===== config.mk =====
export PLATFORM = sky130hd
export DESIGN_NAME = sprite_compositor
export DESIGN_NICKNAME = d
export VERILOG_FILES = /design/src/rtl/sprite_pkg.sv /design/src/rtl/sprite_attr_bank.sv /design/src/rtl/sprite_compositor.sv
export SDC_FILE = /design/constraint.sdc
export NUM_CORES = 1
export LEC_CHECK = 0
export CAP_MARGIN = 20
export CORE_ASPECT_RATIO = 0.5
export CORE_UTILIZATION = 40
export CTS_CLUSTER_DIAMETER = 50
export DETAILED_ROUTE_END_ITERATION = 12
export DONT_BUFFER_PORTS = 1
export GPL_ROUTABILITY_DRIVEN = 0
export PLACE_DENSITY = 0.56
export SYNTH_ARGS = -nofsm -noshare
export SYNTH_HDL_FRONTEND = slang
export SYNTH_SLANG_ARGS = --single-unit

===== constraint.sdc =====
create_clock -name clk -period 38.3 [get_ports clk]
set_clock_uncertainty 0.15 [all_clocks]
set_input_delay 5.745 -clock clk [delete_from_list [all_inputs] [get_ports clk]]
set_output_delay 5.745 -clock clk [all_outputs]
set_load 0.1 [all_outputs]

===== src/rtl/sprite_pkg.sv =====
// Shared types and geometry for the sprite compositor: attribute record, FSM
// states, and the hit / address helpers used by the bank and the top level.
package sprite_pkg;
  localparam int X_MAX = 160;
  localparam int Y_MAX = 80;
  localparam int LEN   = 16384;
  localparam int XW    = $clog2(X_MAX);
  localparam int YW    = $clog2(Y_MAX);
  localparam int AW    = $clog2(LEN);
  localparam int HW    = XW + 3;

  typedef struct packed {
    logic                 en;
    logic signed [XW:0]   x;
    logic signed [YW:0]   y;
    logic [XW-1:0]        w;
    logic [XW-1:0]        h;
    logic [AW-1:0]        base;
  } spr_attr_t;

  typedef enum logic [2:0] {
    S_IDLE, S_SCAN, S_WAIT, S_CHECK, S_WRITE
  } state_t;

  // Everything is widened to HW signed bits so sprites hanging off any edge compare correctly.
  function automatic logic spr_hit(input spr_attr_t a, input logic [XW-1:0] x,
                                   input logic [YW-1:0] y);
    logic signed [HW-1:0] xs, ys, sx, sy;
    xs = HW'(x);
    ys = HW'(y);
    sx = HW'(a.x);
    sy = HW'(a.y);
    return a.en && (xs >= sx) && (xs < sx + $signed(HW'(a.w)))
                && (ys >= sy) && (ys < sy + $signed(HW'(a.h)));
  endfunction

  function automatic logic [AW-1:0] texel_addr(input spr_attr_t a, input logic [XW-1:0] x,
                                               input logic [YW-1:0] y);
    logic signed [HW-1:0] dx, dy;
    logic [2*XW-1:0]      prod;
    dx   = HW'(x) - HW'(a.x);
    dy   = HW'(y) - HW'(a.y);
    prod = (2*XW)'(dy[XW-1:0]) * (2*XW)'(a.w);
    return a.base + AW'(prod) + AW'(dx[XW-1:0]);
  endfunction

  function automatic logic [AW-1:0] frame_addr(input logic [XW-1:0] x, input logic [YW-1:0] y);
    return AW'(y) * AW'(X_MAX) + AW'(x);
  endfunction
endpackage


===== src/rtl/sprite_attr_bank.sv =====
// Double-buffered sprite attributes: shadow set written any time, copied to the
// active set on frame_sync (held off until the compositor is idle), plus hit vector.
module sprite_attr_bank
  import sprite_pkg::*;
#(
  parameter int N_SPR = 4,
  localparam int IW   = (N_SPR > 1) ? $clog2(N_SPR) : 1
) (
  input  logic                  clk,
  input  logic                  rst_n,
  input  logic                  idle,
  input  logic                  attr_wr,
  input  logic [IW-1:0]         attr_idx,
  input  logic                  attr_en,
  input  logic [XW:0]           attr_x,
  input  logic [YW:0]           attr_y,
  input  logic [XW-1:0]         attr_w,
  input  logic [XW-1:0]         attr_h,
  input  logic [AW-1:0]         attr_base,
  input  logic                  frame_sync,
  input  logic [XW-1:0]         x,
  input  logic [YW-1:0]         y,
  output logic [N_SPR-1:0]      hit,
  output spr_attr_t [N_SPR-1:0] act
);
  spr_attr_t [N_SPR-1:0] shadow;
  spr_attr_t [N_SPR-1:0] shadow_nxt;
  logic                  commit_pend;

  // A write in the same cycle as the commit is folded into what gets committed.
  always_comb begin
    shadow_nxt = shadow;
    if (attr_wr) begin
      shadow_nxt[attr_idx] = '{en: attr_en, x: attr_x, y: attr_y,
                               w: attr_w, h: attr_h, base: attr_base};
    end
  end

  always_ff @(posedge clk) begin
    if (!rst_n) begin
      for (int i = 0; i < N_SPR; i++) begin
        shadow[i].en <= 1'b0;
        act[i].en    <= 1'b0;
      end
      commit_pend <= 1'b0;
    end else begin
      shadow <= shadow_nxt;
      if (idle && (frame_sync || commit_pend)) begin
        act         <= shadow_nxt;
        commit_pend <= 1'b0;
      end else if (frame_sync) begin
        commit_pend <= 1'b1;
      end
    end
  end

  always_comb begin
    for (int i = 0; i < N_SPR; i++) hit[i] = spr_hit(act[i], x, y);
  end
endmodule


===== src/rtl/sprite_compositor.sv =====
// Per-pixel sprite compositor: scans channels in priority order, skips
// transparent texels, writes the winner to the frame buffer and reports it.
module sprite_compositor
  import sprite_pkg::*;
#(
  parameter int N_SPR              = 4,
  parameter int WIDTH              = 8,
  parameter int MEM_LAT            = 2,
  parameter logic [WIDTH-1:0] TRANSP   = '0,
  parameter logic [WIDTH-1:0] BG_COLOR = '0,
  localparam int IW = (N_SPR > 1) ? $clog2(N_SPR) : 1
) (
  input  logic              clk,
  input  logic              rst_n,
  input  logic              req,
  input  logic [XW-1:0]     req_x,
  input  logic [YW-1:0]     req_y,
  output logic              req_ready,
  output logic              done,
  output logic [WIDTH-1:0]  done_pix,
  output logic [AW-1:0]     addr,
  output logic [WIDTH-1:0]  din,
  input  logic [WIDTH-1:0]  dout,
  output logic              we,
  input  logic              attr_wr,
  input  logic [IW-1:0]     attr_idx,
  input  logic              attr_en,
  input  logic [XW:0]       attr_x,
  input  logic [YW:0]       attr_y,
  input  logic [XW-1:0]     attr_w,
  input  logic [XW-1:0]     attr_h,
  input  logic [AW-1:0]     attr_base,
  input  logic              frame_sync,
  output logic [N_SPR-1:0]  coll,
  input  logic              coll_clr
);
  localparam int CW = (MEM_LAT > 1) ? $clog2(MEM_LAT) : 1;

  state_t                state;
  logic [XW-1:0]         x_q;
  logic [YW-1:0]         y_q;
  logic [N_SPR-1:0]      pending;
  logic [N_SPR-1:0]      hit;
  logic [N_SPR-1:0]      cand;
  logic [N_SPR-1:0]      coll_set;
  logic [IW-1:0]         sel;
  logic [CW-1:0]         cnt;
  logic [WIDTH-1:0]      pix;
  logic                  first;
  spr_attr_t [N_SPR-1:0] act;

  sprite_attr_bank #(.N_SPR(N_SPR)) u_bank (
    .clk(clk), .rst_n(rst_n), .idle(state == S_IDLE),
    .attr_wr(attr_wr), .attr_idx(attr_idx), .attr_en(attr_en),
    .attr_x(attr_x), .attr_y(attr_y), .attr_w(attr_w), .attr_h(attr_h),
    .attr_base(attr_base), .frame_sync(frame_sync),
    .x(x_q), .y(y_q), .hit(hit), .act(act)
  );

  assign req_ready = (state == S_IDLE);
  assign cand      = pending & hit;

  always_comb begin
    sel = '0;
    for (int i = N_SPR - 1; i >= 0; i--) begin
      if (cand[i]) sel = IW'(i);
    end
  end

  // Bounding-box overlap with channel 0, taken once per request.
  always_comb begin
    coll_set = '0;
    if (state == S_SCAN && first) begin
      for (int i = 1; i < N_SPR; i++) coll_set[i] = hit[0] && hit[i];
    end
  end

  always_ff @(posedge clk) begin
    if (!rst_n) begin
      state    <= S_IDLE;
      we       <= 1'b0;
      done     <= 1'b0;
      done_pix <= '0;
      addr     <= '0;
      din      <= '0;
      coll     <= '0;
    end else begin
      we   <= 1'b0;
      done <= 1'b0;
      coll <= (coll_clr ? '0 : coll) | coll_set;
      case (state)
        S_IDLE: begin
          if (req) begin
            x_q     <= req_x;
            y_q     <= req_y;
            pending <= '1;
            first   <= 1'b1;
            state   <= S_SCAN;
          end
        end
        S_SCAN: begin
          first <= 1'b0;
          if (|cand) begin
            addr         <= texel_addr(act[sel], x_q, y_q);
            pending[sel] <= 1'b0;
            cnt          <= CW'(MEM_LAT - 1);
            state        <= S_WAIT;
          end else begin
            pix   <= BG_COLOR;
            state <= S_WRITE;
          end
        end
        S_WAIT: begin
          if (cnt == '0) state <= S_CHECK;
          else           cnt   <= cnt - 1'b1;
        end
        S_CHECK: begin
          if (dout != TRANSP) begin
            pix   <= dout;
            state <= S_WRITE;
          end else begin
            state <= S_SCAN;
          end
        end
        S_WRITE: begin
          addr     <= frame_addr(x_q, y_q);
          din      <= pix;
          we       <= 1'b1;
          done     <= 1'b1;
          done_pix <= pix;
          state    <= S_IDLE;
        end
        default: state <= S_IDLE;
      endcase
    end
  end
endmodule


==> out/qor.yml, run 1 <==
cells_and_area:
  finish.utilization_pct: 44.72
  num-nets-final: 2470
  fillers: 5875
  num_antenna_cells: 0
  fin_area_um2: 28440
  fraction_of_layout_instances_using_a_drive_strength_above_1_pct: 15.30
  final-instance-count-excl-fill: 2988
  area_growth_pct: 9.548
logic_synthesis:
  post_synth.cell_area_avg_um2: 12.55
  synth.distinct_cells: 85
  most_instantiated_library_cell_after_synthesis: "sky130_fd_sc_hd__edfxtp_1"
  mappedNetlistNets: 2458
  async_reset_ff_share_pct: 0
  synth.top_cell.area_share_pct: 46.85
  synth-edff-count: 405
  synthTopCellsByCount: "sky130_fd_sc_hd__edfxtp_1, sky130_fd_sc_hd__ha_1, sky130_fd_sc_hd__mux2_2, sky130_fd_sc_hd__inv_1, sky130_fd_sc_hd__nor2_1"
  number_of_warning_messages_in_the_yosys_log: 0
  post_synth_inst_count: 2069
  synth.top_cells.by_area: "sky130_fd_sc_hd__edfxtp_1, sky130_fd_sc_hd__ha_1, sky130_fd_sc_hd__mux2_2, sky130_fd_sc_hd__fa_1, sky130_fd_sc_hd__dfxtp_1"
  synth_sequential_area_ratio_pct: 49.78
  synth_largest_area_cell: "sky130_fd_sc_hd__edfxtp_1"
  synth_area_um2: 25960
  synth_ff_type: "sky130_fd_sc_hd__edfxtp_1"
  ys_ff_latch: 443
floorplanning:
  dieArea_um2: 65990
  die-height_um: 182.1
  floorplan.initialDensity_pct: 40.82
  rows: 65
  core_region_area_um2: 63600
  boundaryPins: 116
  die_width_um: 362.3
worst_setup_path:
  worst-endpoint-required_ps: 38650
  critPathSlowestCell: "sky130_fd_sc_hd__or3_1"
  criticalPathCategory: "flop to flop"
  critical_path.endpoint_type: "flop"
  crit-reg2reg-launch: "u_bank.act[71]"
  crit_fanout: 16
  critPathMaxStageDelay_ps: 680
  startpoint: "u_bank.act[71]"
  crit_path_start_kind: "flop"
  arrival_ps: 11510
placed_design:
  dpl_cell_area_um2: 27010
  port-buffer-count: 0
  total_placed_cells_including_tap_cells: 2904
  dp_hpwl_um: 48810
detailed_routing:
  wl_per_cell_um: 22.76
  residual_drc: 0
  antenna_violating_nets_post_route: 0
  avgViaCountPerCell: 5.508
  first_iter_violations: 1505
  first_pass_iters: 5
  routed_wirelength_um: 68000
  vias: 16460
hold_path:
  timing.hold.worst.class: "flop to flop"
  worstHoldStart: "u_bank.act[143]"
timing:
  finalHoldViolations: 0
  timing.max_slew.rel_slack_pct: 29.00
  rsz0062_at_grt: "false"
  final-max-slew-violation-count: 0
  fin_tns_setup_ps: 0
  timing.final.setup_violations: 0
  fmaxAchievable_mhz: 89.63
  timing.final.crit_period_ps: 11160
  final_min_period_over_clock_period_pct: 29.13
  worst_slew_pin_slew_ps: 1057
  timing.hold.ws_ps: 324.9
grt:
  global_route_total_usage_across_every_layer_pct: 20.77
  wire_length_of_the_first_global_routing_pass_um: 103700
  grt_antenna_before_repair: 0
  maximum_number_of_pins_on_one_net_before_global_route_repair: 200
  gr-total-overflow: 0
  first_global_vias: 16260
clock_tree:
  h-tree-depth: 2
  number_of_clock_buffers_inserted_by_tritoncts: 45
  clock_path_buffers: 3
  clock_tree_from_tritoncts: "built"
  cts_resized: 0
  clk-insertion-delay-late_ps: 590
  worst_setup_hold_path_clk_slew_ps: 70
  clockRootBuffer: "sky130_fd_sc_hd__clkbuf_16"
  cts.sink_count: 443
  postCtsSetupRepairBufs: 0
  post_cts_hold_buffers: 0
power_and_ir_drop:
  sw_frac_of_total_pct: 36.63
  irDropWorstVdd_mv: 0.08389
  net-switching-power_w: 0.0006778
  cell_internal_pwr_w: 0.001173
  p_comb_share_pct: 42.9
  p_per_area_nw_per_um2: 65.07
  power.share.clock_pct: 23.4
  p_leak_nw: 11.11
  power.sequential.fraction_pct: 33.8
job:
  maxcap_violations: 0
outcome:
  status: "finished, final reports clean"
critical path, delay by kind of cell (launching register included):
kind / cells / cell delay [ps]
compound gates: 18 / 3540
xor+xnor: 5 / 1050
fa+ha+maj: 9 / 3700
buf+inv: 4 / 220
flops: 1 / 420
simple gates: 9 / 1990
stage by stage:
step / total power (W) / setup WS, ps
after floorplan: 0.001266 / 13160
after global placement: 0.001416 / 27440
after detailed placement: 0.001423 / 27270
after CTS: 0.001863 / 27220
after global routing: 0.002007 / 26410
final: 0.001851 / 27140
flip-flops by register name, summed over array words and instances (netlist names):
name	flops
din	8
addr	14
pending	4
pix	8
cnt	1
coll	3
state	3
u_bank.commit_pend	1
x_q	8
u_bank.act	192
we	1
y_q	7
u_bank.shadow	192
first	1
power groups by stage:
stage | combinational (W) | sequential, W | clock, W
finish | 0.000793 | 0.000625 | 0.000433
global route | 0.000918 | 0.000628 | 0.000461
CTS | 0.000798 | 0.000625 | 0.000441
detailed placement | 0.000788 | 0.000635 | 0
global placement | 0.000781 | 0.000635 | 0
floorplan | 0.000639 | 0.000627 | 0
final cells by class:
class / instances / area, um^2 / area share, %
sequential: 443 / 12930 / 45.48
multi-input combinational: 1394 / 12150 / 42.73
clock buffer: 56 / 1199 / 4.215
tap: 871 / 1090 / 3.832
inverter: 176 / 660.6 / 2.323
clock inverter: 27 / 222.7 / 0.7831
timing repair buffer: 21 / 181.4 / 0.6379
routing by layer:
| metal | global-route usage [%] | vias to the layer above | routed length (um) |
|---|---|---|---|
| met5 | 0 | - | 0 |
| met4 | 3.595 | 0 | 1010 |
| met3 | 3.251 | 63 | 3768 |
| met2 | 31.48 | 393 | 29320 |
| met1 | 31.52 | 8277 | 33910 |
| li1 | - | 7725 | - |
path summary, 6_finish.rpt:
kind	end	slack, ps	cells after the start
hold / removal	u_bank.act[143]	320	2
setup / recovery	addr[13]	27140	45
hold reg to reg	u_bank.act[143]	320	2
setup reg to reg	addr[13]	27140	45
placed cells by master, fill, tap and decap left out, drive strengths merged, types with 23 or more instances in the layout:
cell type,n
a211oi,30
mux2,190
nor2,112
xnor2,42
nor3,36
inv,182
clkbuf,56
dfxtp,38
o21ai,76
a21o,41
fa,65
nand2,91
nand2b,44
ha,245
a21oi,74
nor2b,25
xor2,38
edfxtp,405
nand3,23
cells by family after synthesis:
group | Yosys count | share of synthesized area [%]
adders and majority gates | 310 | 16.82
and+or+nand+nor | 409 | 7.899
xor gates and xnor gates | 81 | 2.815
muxes | 196 | 8.473
DFF | 443 | 49.78
buffers and inverters | 232 | 3.547
AOI/OAI and AO/OA | 397 | 10.66
other | 1 | 0.01444
Power figures use the tool's default switching activity.
==> run 2: changes to the inputs <==
==> constraint.sdc (replaced) <==
create_clock -name clk -period 10.6 [get_ports clk]
set_clock_uncertainty 0.15 [all_clocks]
set_input_delay 1.59 -clock clk [delete_from_list [all_inputs] [get_ports clk]]
set_output_delay 1.59 -clock clk [all_outputs]
set_load 0.1 [all_outputs]
==> out/qor.yml, run 2 (synthesis results as in run 1) <==
worst_setup_path:
  path_buf_inv: 7  # was 4
  path_delay_family: "adder cells"  # unchanged
  crit_fanout: 8  # was 16
  crit_path_start_kind: "flop"  # unchanged
  critical_path.endpoint_type: "flop"  # unchanged
  timing.reg2reg.setup_slack_ps: 430  # was 27140 ps
  criticalPathCategory: "flop to flop"  # unchanged
  worst-endpoint-required_ps: 10950  # was 38650 ps
  reg2reg_depth: 44  # was 45
  critPathSlowestCell: "sky130_fd_sc_hd__fa_1"  # was sky130_fd_sc_hd__or3_1
  r2r_end: "addr[13]"  # unchanged
  critPathMaxStageDelay_ps: 520  # was 680 ps
  arrival_ps: 10530  # was 11510 ps
  crit-reg2reg-launch: "u_bank.act[39]"  # was u_bank.act[71]
grt:
  maximum_number_of_pins_on_one_net_before_global_route_repair: 200  # unchanged
  gr-total-overflow: 0  # unchanged
  grt_antenna_before_repair: 0  # unchanged
  global_route_total_usage_across_every_layer_pct: 20.78  # was 20.77%
  wire_length_of_the_first_global_routing_pass_um: 102900  # was 103700 um
  first_global_vias: 16030  # was 16260
detailed_routing:
  residual_drc: 0  # unchanged
  first_pass_iters: 5  # unchanged
  avgViaCountPerCell: 5.474  # was 5.508
  wl_per_cell_um: 22.68  # was 22.76 um
  antenna_violating_nets_post_route: 0  # unchanged
  first_iter_violations: 1306  # was 1505
  routed_wirelength_um: 68750  # was 68000 um
  vias: 16590  # was 16460
clock_tree:
  worst_setup_hold_path_clk_slew_ps: 60  # was 70 ps
  number_of_clock_buffers_inserted_by_tritoncts: 44  # was 45
  clk-insertion-delay-late_ps: 590  # about the same
  clockRootBuffer: "sky130_fd_sc_hd__clkbuf_16"  # unchanged
  h-tree-depth: 2  # unchanged
  clock_tree_from_tritoncts: "built"  # unchanged
  clock_path_buffers: 3  # unchanged
  post_cts_hold_buffers: 0  # unchanged
  cts.sink_count: 443  # unchanged
cells_and_area:
  finish.utilization_pct: 45.48  # was 44.72%
  num-nets-final: 2515  # was 2470
  num_antenna_cells: 0  # unchanged
  fraction_of_layout_instances_using_a_drive_strength_above_1_pct: 17.92  # was 15.30%
  layout_top_registers: "u_bank.act: 192 flops, u_bank.shadow: 192 flops, addr: 14 flops"  # unchanged
  area_growth_pct: 11.42  # was 9.548%
  fillers: 5861  # was 5875
  layout_common_cells: "sky130_fd_sc_hd__edfxtp_1, sky130_fd_sc_hd__ha_1, sky130_fd_sc_hd__mux2_2"  # unchanged
  fin_area_um2: 28930  # was 28440 um^2
  final_common_cell: "sky130_fd_sc_hd__edfxtp_1"  # unchanged
hold_path:
  hold_path_end: "u_bank.act[143]"  # unchanged
  worst_hold_path.num_cells: 2  # unchanged
  worstHoldStart: "u_bank.act[143]"  # unchanged
  timing.hold.worst.class: "flop to flop"  # unchanged
placed_design:
  port-buffer-count: 0  # unchanged
  detailedPlace.worstSlack_ps: 85.53  # was 27270 ps
  dp_hpwl_um: 49090  # was 48810 um
  dpl_cell_area_um2: 27250  # was 27010 um^2
job:
  maxcap_violations: 0  # unchanged
power_and_ir_drop:
  sum_of_internal_switching_and_leakage_power_w: 0.006760  # was 0.001851 W
  irDropWorstVdd_mv: 0.3645  # was 0.08389 mV
  p_leak_nw: 11.36  # was 11.11 nW
  p_per_area_nw_per_um2: 233.7  # was 65.07 nW/um^2
timing:
  final_critical_path_setup_slack_ps: 427.7  # was 27140 ps
  fmaxAchievable_mhz: 98.31  # was 89.63 MHz
  finalHoldViolations: 0  # unchanged
  worst_slew_pin_slew_ps: 1036  # was 1057 ps
  timing.max_slew.rel_slack_pct: 30.90  # was 29.00%
  timing.final.crit_period_ps: 10170  # was 11160 ps
  final_min_period_over_clock_period_pct: 95.97  # was 29.13%
  final-max-slew-violation-count: 0  # unchanged
  timing.final.setup_violations: 0  # unchanged
floorplanning:
  rows: 65  # unchanged
  floorplan.initialDensity_pct: 40.82  # unchanged
  core_region_area_um2: 63600  # unchanged
  boundaryPins: 116  # unchanged
  die-height_um: 182.1  # unchanged
  dieArea_um2: 65990  # unchanged
  die_width_um: 362.3  # unchanged
outcome:
  status: "finished, final reports clean"  # unchanged
## run 2: changes by cell type in the layout (fill, tap and decap cells not counted), sizes merged
cell / previous run / this run
buf: 21 / 67
clkbuf: 56 / 62
inv: 182 / 181
clkinvlp: 3 / 0
clkinv: 17 / 13
bufinv: 1 / 0
## run 2: final cells by class
type	count	area, um^2	area share, %
sequential	443	12930	44.71
timing repair buffer	67	573.1	1.981
inverter	176	660.6	2.284
clock inverter	18	135.1	0.4671
clock buffer	62	1241	4.291
multi-input combinational	1394	12290	42.50
tap	871	1090	3.767
## run 2: per-layer routing
layer  vias to the layer above  GRT usage, %  wire (um)
met2                       412         30.82      29270
met5                         -             0          0
met3                        91         3.731       4053
li1                       7819             -          -
met4                         0         5.333       1636
met1                      8269         31.15      33800
## run 2: per-stage QoR
| stage | instances | hold WS [ps] | setup TNS, ps |
|---|---|---|---|
| 4_1_cts | 3014 | 325.1 | 0 |
| 5_1_grt | 3031 | 348.6 | -35.94 |
| 2_1_floorplan | 2069 | 289.2 | 0 |
| 6_report | 3031 | 322.1 | 0 |
| 3_5_place_dp | 2934 | 313.1 | 0 |
| 3_3_place_gp | 2933 | 313.2 | 0 |
## run 2: what timing repair did
action | 4_1_cts | 5_1_grt
resized for setup | 0 | 30
endpoints found under the hold margin | 0 | 0
setup endpoints to repair | 0 | 6
setup buffers | 0 | 15
## run 2: worst register-to-register path: cells and delay by family, from the launching register on
family	cells	cell delay [ps]
flip-flops	1	430
buffers and inverters	7	700
AO/OA/AOI/OAI	15	2840
XOR/XNOR	5	1030
AND/OR/NAND/NOR	8	1250
adder cells (fa/ha/maj)	9	3710
## run 2: worst max-delay path by stage
| stage | start | to | slack, ps | cells past startpoint |
|---|---|---|---|---|
| 3_5_place_dp | u_bank.act[23] | addr[13] | 90 | 43 |
| 4_1_cts | u_bank.act[134] | addr[13] | 20 | 44 |
| 3_3_place_gp | u_bank.act[134] | addr[13] | 190 | 44 |
| 6_report | u_bank.act[39] | addr[13] | 430 | 44 |
| 2_1_floorplan | u_bank.act[71] | addr[13] | 550 | 47 |
| 5_1_grt | u_bank.act[23] | addr[13] | -40 | 43 |
## run 2: power breakdown
| part | leakage, nW | switching, W | internal (W) | total (W) |
|---|---|---|---|---|
| registers | 4.15 | 0.000157 | 0.00208 | 0.00224 |
| clock network | 0.675 | 0.000694 | 0.000828 | 0.00152 |
| logic | 6.54 | 0.00162 | 0.00138 | 0.00300 |
| total | 11.4 | 0.00247 | 0.00429 | 0.00676 |
